==> src/rtl/hud_text_ram.sv <==
// ---------------------------------------------------------------------------
// hud_text_ram
//
// Character buffer for the on-screen HUD text panel. The buffer holds
// DEPTH x 8-bit ASCII cells. The text renderer reads it through a registered
// read port.
//
// The block owns these cells:
//   - the label text ("Score:", "Lives:", "Timer:", "Status:")
//   - the numeric fields (score, lives, timer)
//   - the status field
//
// A sequential refresh engine rewrites the fields whenever the game inputs
// change. It uses an iterative double-dabble BCD converter, so no divide or
// modulo logic is needed. A host write port is kept for free-form text.
//
// Ports:
//   Clk           system clock
//   Reset_n       asynchronous active-low reset
//   score         binary score (SCORE_W bits)
//   counter       binary timer value (TIMER_W bits)
//   lives         lives remaining (4 bits, shown saturated at 9)
//   win, lose     game status flags (win has priority)
//   we            host write enable (has priority over the refresh engine)
//   write_address host write cell
//   data_In       host write data
//   read_address  renderer read cell
//   data_Out      registered read data (1-cycle latency, old data on collision)
//   busy          high while INIT or a refresh is in progress
//
// Build option:
//   HUD_LEADING_BLANK_EN - when defined, leading zero digits of score and
//                          timer are written as 0x00. The least significant
//                          digit is always shown.
// ---------------------------------------------------------------------------
module hud_text_ram #(
    parameter int DEPTH        = 160,
    parameter int SCORE_W      = 10,
    parameter int SCORE_DIGITS = 3,
    parameter int TIMER_W      = 16,
    parameter int TIMER_DIGITS = 3,
    parameter int SCORE_ADDR   = 7,
    parameter int LIVES_ADDR   = 32,
    parameter int TIMER_ADDR   = 87,
    parameter int STATUS_ADDR  = 113,
    localparam int AW          = $clog2(DEPTH)
) (
    input  logic               Clk,
    input  logic               Reset_n,
    input  logic [SCORE_W-1:0] score,
    input  logic [TIMER_W-1:0] counter,
    input  logic [3:0]         lives,
    input  logic               win,
    input  logic               lose,
    input  logic               we,
    input  logic [AW-1:0]      write_address,
    input  logic [7:0]         data_In,
    input  logic [AW-1:0]      read_address,
    output logic [7:0]         data_Out,
    output logic               busy
);

    localparam int MAXW  = (SCORE_W > TIMER_W) ? SCORE_W : TIMER_W;
    localparam int MAXD  = (SCORE_DIGITS > TIMER_DIGITS) ? SCORE_DIGITS : TIMER_DIGITS;
    localparam int BW    = 4 * MAXD;
    localparam int MAXC1 = (DEPTH > MAXW) ? DEPTH : MAXW;
    localparam int MAXC  = (MAXC1 > 9) ? MAXC1 : 9;
    localparam int CW    = $clog2(MAXC) + 1;
    localparam int SCORE_MAX = (10 ** SCORE_DIGITS) - 1;
    localparam int TIMER_MAX = (10 ** TIMER_DIGITS) - 1;

`ifdef HUD_LEADING_BLANK_EN
    localparam bit BLANK_EN = 1'b1;
`else
    localparam bit BLANK_EN = 1'b0;
`endif

    localparam logic [47:0] LBL_SCORE  = "Score:";
    localparam logic [47:0] LBL_LIVES  = "Lives:";
    localparam logic [47:0] LBL_TIMER  = "Timer:";
    localparam logic [55:0] LBL_STATUS = "Status:";
    localparam logic [71:0] ST_WON     = {"Game Won", 8'h00};
    localparam logic [71:0] ST_OVER    = "Game Over";
    localparam logic [71:0] ST_PLAY    = {"Play!", 32'h0};

    typedef enum logic [3:0] {
        INIT, IDLE, SNAP, CONV_S, WR_S, CONV_T, WR_T, WR_L, WR_ST
    } state_t;

    state_t state, state_next;

    logic [CW-1:0]      idx;
    logic [MAXW-1:0]    shreg;
    logic [BW-1:0]      bcd;
    logic [BW-1:0]      bcd_sh;
    logic [SCORE_W-1:0] snap_score;
    logic [TIMER_W-1:0] snap_counter;
    logic [3:0]         snap_lives;
    logic               snap_win;
    logic               snap_lose;
    logic               lead_seen;
    logic               last;
    logic               int_we;
    logic [AW-1:0]      int_addr;
    logic [7:0]         int_data;
    logic [3:0]         dg;
    logic               dig_nz;
    logic               changed;
    logic               sat_s;
    logic               sat_t;

    logic [7:0] mem [DEPTH];

    // Label text lives in fixed cells just before each field; the cell
    // directly before a field is always 0x00.
    function automatic logic [7:0] label_char(input int a);
        logic [7:0] c;
        c = 8'h00;
        if (a >= SCORE_ADDR - 7 && a <= SCORE_ADDR - 2)
            c = 8'(LBL_SCORE >> (8 * (SCORE_ADDR - 2 - a)));
        else if (a >= LIVES_ADDR - 7 && a <= LIVES_ADDR - 2)
            c = 8'(LBL_LIVES >> (8 * (LIVES_ADDR - 2 - a)));
        else if (a >= TIMER_ADDR - 7 && a <= TIMER_ADDR - 2)
            c = 8'(LBL_TIMER >> (8 * (TIMER_ADDR - 2 - a)));
        else if (a >= STATUS_ADDR - 8 && a <= STATUS_ADDR - 2)
            c = 8'(LBL_STATUS >> (8 * (STATUS_ADDR - 2 - a)));
        return c;
    endfunction

    // One double-dabble step: add 3 to every nibble >= 5, then shift the
    // next binary bit in. Digits above the displayed count are dropped.
    // Those digits are only needed when the value saturates, and saturation
    // is detected separately from the snapshot.
    function automatic logic [BW-1:0] dabble(input logic [BW-1:0] b, input logic bit_in);
        logic [BW-1:0] t;
        logic [3:0]    nib;
        t = b;
        for (int d = 0; d < MAXD; d++) begin
            nib = 4'(t >> (4 * d));
            if (nib >= 4'd5)
                t = t + (BW'(3) << (4 * d));
        end
        return {t[BW-2:0], bit_in};
    endfunction

    function automatic logic [7:0] status_char(input logic w, input logic l, input int i);
        logic [71:0] s;
        if (w)
            s = ST_WON;
        else if (l)
            s = ST_OVER;
        else
            s = ST_PLAY;
        return 8'(s >> (8 * (8 - i)));
    endfunction

    assign changed = ({score, counter, lives, win, lose} !=
                      {snap_score, snap_counter, snap_lives, snap_win, snap_lose});
    assign sat_s   = int'(snap_score)   > SCORE_MAX;
    assign sat_t   = int'(snap_counter) > TIMER_MAX;

    // A host write freezes the whole engine for that cycle. The pending
    // internal write is simply repeated on the next free cycle.
    always_ff @(posedge Clk or negedge Reset_n) begin
        if (!Reset_n)
            state <= INIT;
        else if (!we)
            state <= state_next;
    end

    always_comb begin
        state_next = state;
        last       = 1'b0;
        int_we     = 1'b0;
        int_addr   = '0;
        int_data   = 8'h00;
        bcd_sh     = '0;
        dg         = 4'h0;
        dig_nz     = 1'b0;
        busy       = 1'b1;
        case (state)
            INIT: begin
                last     = (int'(idx) == DEPTH - 1);
                int_we   = 1'b1;
                int_addr = AW'(idx);
                int_data = label_char(int'(idx));
                if (last)
                    state_next = SNAP;
            end
            IDLE: begin
                busy = 1'b0;
                if (changed)
                    state_next = SNAP;
            end
            SNAP:
                state_next = CONV_S;
            CONV_S: begin
                last = (int'(idx) == SCORE_W - 1);
                if (last)
                    state_next = WR_S;
            end
            WR_S: begin
                last     = (int'(idx) == SCORE_DIGITS - 1);
                bcd_sh   = bcd >> (4 * (SCORE_DIGITS - 1 - int'(idx)));
                dg       = bcd_sh[3:0];
                dig_nz   = sat_s || (dg != 4'h0);
                int_we   = 1'b1;
                int_addr = AW'(SCORE_ADDR + int'(idx));
                if (sat_s)
                    int_data = 8'h39;
                else if (BLANK_EN && !dig_nz && !lead_seen && !last)
                    int_data = 8'h00;
                else
                    int_data = 8'h30 + {4'h0, dg};
                if (last)
                    state_next = CONV_T;
            end
            CONV_T: begin
                last = (int'(idx) == TIMER_W - 1);
                if (last)
                    state_next = WR_T;
            end
            WR_T: begin
                last     = (int'(idx) == TIMER_DIGITS - 1);
                bcd_sh   = bcd >> (4 * (TIMER_DIGITS - 1 - int'(idx)));
                dg       = bcd_sh[3:0];
                dig_nz   = sat_t || (dg != 4'h0);
                int_we   = 1'b1;
                int_addr = AW'(TIMER_ADDR + int'(idx));
                if (sat_t)
                    int_data = 8'h39;
                else if (BLANK_EN && !dig_nz && !lead_seen && !last)
                    int_data = 8'h00;
                else
                    int_data = 8'h30 + {4'h0, dg};
                if (last)
                    state_next = WR_L;
            end
            WR_L: begin
                int_we     = 1'b1;
                int_addr   = AW'(LIVES_ADDR);
                int_data   = 8'h30 + ((snap_lives > 4'd9) ? 8'd9 : {4'h0, snap_lives});
                state_next = WR_ST;
            end
            WR_ST: begin
                last     = (int'(idx) == 8);
                int_we   = 1'b1;
                int_addr = AW'(STATUS_ADDR + int'(idx));
                int_data = status_char(snap_win, snap_lose, int'(idx));
                if (last)
                    state_next = IDLE;
            end
            default:
                state_next = INIT;
        endcase
    end

    // Datapath: cell index, converter registers and input snapshot.
    // The timer conversion is loaded on the last score-digit write, so the
    // converter registers are shared by both fields.
    always_ff @(posedge Clk or negedge Reset_n) begin
        if (!Reset_n) begin
            idx          <= '0;
            shreg        <= '0;
            bcd          <= '0;
            snap_score   <= '0;
            snap_counter <= '0;
            snap_lives   <= '0;
            snap_win     <= 1'b0;
            snap_lose    <= 1'b0;
            lead_seen    <= 1'b0;
        end else if (!we) begin
            case (state)
                INIT:
                    idx <= last ? '0 : idx + CW'(1);
                SNAP: begin
                    snap_score   <= score;
                    snap_counter <= counter;
                    snap_lives   <= lives;
                    snap_win     <= win;
                    snap_lose    <= lose;
                    shreg        <= MAXW'(score) << (MAXW - SCORE_W);
                    bcd          <= '0;
                    idx          <= '0;
                    lead_seen    <= 1'b0;
                end
                CONV_S, CONV_T: begin
                    bcd   <= dabble(bcd, shreg[MAXW-1]);
                    shreg <= shreg << 1;
                    idx   <= last ? '0 : idx + CW'(1);
                end
                WR_S: begin
                    if (last) begin
                        idx       <= '0;
                        shreg     <= MAXW'(snap_counter) << (MAXW - TIMER_W);
                        bcd       <= '0;
                        lead_seen <= 1'b0;
                    end else begin
                        idx       <= idx + CW'(1);
                        lead_seen <= lead_seen | dig_nz;
                    end
                end
                WR_T: begin
                    idx       <= last ? '0 : idx + CW'(1);
                    lead_seen <= lead_seen | dig_nz;
                end
                WR_L:
                    idx <= '0;
                WR_ST:
                    idx <= last ? '0 : idx + CW'(1);
                default: ;
            endcase
        end
    end

    // Single write port: the host wins. Host writes to addresses beyond
    // DEPTH are dropped.
    always_ff @(posedge Clk) begin
        if (we) begin
            if (int'(write_address) < DEPTH)
                mem[write_address] <= data_In;
        end else if (int_we) begin
            mem[int_addr] <= int_data;
        end
    end

    always_ff @(posedge Clk or negedge Reset_n) begin
        if (!Reset_n)
            data_Out <= 8'h00;
        else if (int'(read_address) < DEPTH)
            data_Out <= mem[read_address];
        else
            data_Out <= 8'h00;
    end

endmodule

==> config.mk <==
export PLATFORM = sky130hd
export DESIGN_NAME = hud_text_ram
export DESIGN_NICKNAME = d
export VERILOG_FILES = /design/src/rtl/hud_text_ram.sv
export SDC_FILE = /design/constraint.sdc
export NUM_CORES = 1
export LEC_CHECK = 0
export BUFFER_PORTS_ARGS = -buffer_cell sky130_fd_sc_hd__buf_2
export CAP_MARGIN = 10
export CELL_PAD_IN_SITES_DETAIL_PLACEMENT = 1
export CELL_PAD_IN_SITES_GLOBAL_PLACEMENT = 1
export CORE_MARGIN = 1
export CORE_UTILIZATION = 50
export CTS_BUF_LIST = sky130_fd_sc_hd__clkbuf_4 sky130_fd_sc_hd__clkbuf_8 sky130_fd_sc_hd__clkbuf_16
export DETAILED_ROUTE_END_ITERATION = 10
export PLACE_DENSITY = 0.72
export SYNTH_ARGS = -nofsm -noshare
export SYNTH_HDL_FRONTEND = slang
export SYNTH_SLANG_ARGS = --single-unit
export TNS_END_PERCENT = 5
==> constraint.sdc <==
create_clock -name Clk -period 13.7 [get_ports Clk]
set_input_delay 2.74 -clock Clk [delete_from_list [all_inputs] [get_ports Clk]]
set_output_delay 2.74 -clock Clk [all_outputs]
set_load 0.005 [all_outputs]
==> flow_summary.json <==
{
  "cap_violations": 0,
  "yosysSeqAreaShare": 0.716,
  "areaGrowthSynthToFinish_pct": 12.7,
  "synth_top_area_frac": 0.680,
  "cp-endpoint": "mem[84][6]$_DFFE_PP_",
  "syn_avg_cell_area_um2": 18.6,
  "synth_ff_type": "edfxtp_1",
  "drtIter0Drc": 3725,
  "setup_violations": 0,
  "critPathArrivalTime_ps": 6570,
  "grt_max_degree": 161,
  "rsz0062_at_grt": "no",
  "die_x_um": 338,
  "r2r-end": "mem[84][6]$_DFFE_PP_",
  "seq_area_mm2": 0.0405,
  "tns_ps": 0,
  "dr.pass1.iters": 6,
  "antenna_found_initial": 9,
  "cts_setup_buffers": 0,
  "rows": 122,
  "cellPowerDensity_mw_per_mm2": 169,
  "skew_ps": 31.8,
  "dp_hpwl_mm": 95.3,
  "synth_area_leader_cell": "edfxtp_1",
  "synth_edf_count": 1280,
  "grt-ovfl-total": 0,
  "die_y_um": 338,
  "vias": 31100,
  "placement.io_buffers": 67,
  "insertion_delay_ps": 750,
  "final_core_util": 0.572,
  "fp.dieArea_mm2": 0.114,
  "gp_congestion": 0.877,
  "hp-class": "flip-flop to flip-flop",
  "p_leak_uw": 0.0209,
  "yosys-top-cells-area": "edfxtp_1, mux4_2, dfrtp_1, nor3_1, mux2i_1",
  "ir_worst_vdd_mv": 0.127,
  "route.detailed.wl_per_inst_um": 32.2,
  "fmax_mhz": 162,
  "synth_cell_types": 86,
  "hold_start": "shreg[11]$_DFFE_PN0P_",
  "r2r-start": "idx[0]$_DFFE_PN0P_",
  "slew_headroom": 0.166,
  "cts.sinks": 1361,
  "totalWireLength_mm": 156,
  "cts_resized": 0,
  "ant_nets": 0,
  "postSynth.asyncResetShare": 0.0595,
  "multi_input_area_mm2": 0.0152,
  "drcViolationCount": 0,
  "critPathLaunchType": "flip-flop",
  "htree_levels": 4,
  "clk_pin_slew_ps": 50,
  "worstMarginPinSlew_ps": 1250,
  "reg2reg_depth": 11,
  "syn_area_mm2": 0.0565,
  "yosys_warnings": 0,
  "grt_pass1_vias": 32525,
  "drive_above_1_share": 0.271,
  "cp_max_fo": 84,
  "min_period_ps": 6170,
  "cp.required_ps": 14100,
  "synthTopCellsByCount": "edfxtp_1, mux4_2, nor3_1, nand2_1, clkbuf_1",
  "core_area_mm2": 0.111,
  "worstSetupPathType": "flip-flop to flip-flop",
  "grt_first_pass_wirelength_mm": 229,
  "status": "completed",
  "hold_viol_final": 0,
  "synth_cells": 3039,
  "nets": 3310,
  "cts_buffer_depth": 3,
  "ys_ff_latch": 1361,
  "post-route-period-util": 0.450,
  "endpoint_kind": "flip-flop",
  "synth_nets": 3120,
  "io_pins": 68,
  "clk_root_buffer_cell": "clkbuf_16",
  "grt_usage": 0.275,
  "ff2ff_setup_slack_ps": 7530,
  "initial_core_util": 0.507,
  "cts_buffers": 142,
  "nFillCells": 9767,
  "cts_hold_buffers": 0,
  "drv_slew": 0,
  "startpoint": "idx[0]$_DFFE_PN0P_",
  "yosysMostFrequentCell": "edfxtp_1",
  "cts_tree": "done",
  "post_drt_via_cell_ratio": 6.44
}
-- metrics by stage --
step	hold WS [ps]	total power, uW	setup WS, ps	instance area (um2)	instances
3_3_place_gp	465	6920	6710	58400	4462
5_1_grt	507	11100	7260	63700	4829
2_1_floorplan	450	6360	2620	56500	3039
6_report	479	10800	7530	63700	4829
4_1_cts	483	10800	7510	63200	4743
3_5_place_dp	472	7020	6710	58600	4489
-- power by group --
| part | internal [uW] | total [uW] | leakage [uW] | switching, uW |
|---|---|---|---|---|
| registers | 5080 | 5190 | 0.0127 | 107 |
| clock network | 2210 | 3800 | 0.00230 | 1590 |
| logic | 451 | 1760 | 0.00590 | 1310 |
| total | 7750 | 10800 | 0.0209 | 3010 |
-- kinds of logic after synthesis --
family | after synthesis | share of synthesized area
compound gates | 353 | 0.0431
xor+xnor | 60 | 0.00930
fa+ha+maj | 22 | 0.00500
buf+inv | 218 | 0.0189
flops | 1361 | 0.716
mux | 444 | 0.156
simple gates | 581 | 0.0516
-- worst min path at each step --
stage / end / depth (start not counted)
5_1_grt: shreg[11]$_DFFE_PN0P_ / 2
2_1_floorplan: shreg[15]$_DFFE_PN0P_ / 2
6_report: shreg[11]$_DFFE_PN0P_ / 2
3_3_place_gp: shreg[15]$_DFFE_PN0P_ / 2
3_5_place_dp: shreg[11]$_DFFE_PN0P_ / 2
4_1_cts: shreg[11]$_DFFE_PN0P_ / 2
-- final cells by class --
cell class,count,share of cell area
flip-flops and latches,1361,0.635
multi-input cells,1460,0.238
clock buffers,191,0.0636
well taps,1488,0.0292
repair buffers,244,0.0244
clock inverters,63,0.00815
inverters,20,0.00118
diodes,2,0.0000785
-- placed cells by master, fill, tap and decap left out, types with 16 or more instances in the layout --
master     Yosys  final
nor3_1       182    170
mux2i_1       61     61
mux2_2        36     36
o22ai_1       24     24
xor2_1        34     34
nand3_1       41     41
a21oi_1       61     60
nor2_1        87     86
dfrtp_1       81     81
nor4_1        16     16
xnor2_1       26     26
clkbuf_4       0     58
clkbuf_16      0    146
nor2b_1       30     30
o21ai_0       71     70
a22o_1        20     20
mux4_2       347    347
nand2b_1      32     32
a31oi_1       23     21
ha_1          21     21
clkinv_2       0     20
buf_2         45    113
nand2_1      120    117
edfxtp_1    1280   1280
buf_4         25     90
clkinv_1       3     24
inv_1         17     17
-- worst max-delay path, cell delays in order, from the launching register on --
cell,delay [ps]
dfrtp_1,320
buf_4,410
clkinv_1,560
ha_1,1020
nor2_1,280
nand2_1,200
a21oi_1,100
a2111oi_0,810
a21oi_1,200
o21ai_4,170
buf_4,720
buf_4,870
-- state kept, by name (all words and copies together), names as in the netlist --
signal	count
mem	1280
snap_score	10
snap_win	1
data_Out	8
state	4
idx	9
shreg	16
snap_lives	4
snap_lose	1
snap_counter	16
bcd	12
-- routing by layer --
layer | GRT usage | wire (um)
met1 | 0.370 | 60700
met2 | 0.450 | 77100
met3 | 0.0526 | 12300
met4 | 0.0958 | 5540
met5 | 0 | 33
No activity file was read; power rests on OpenSTA's default activity.
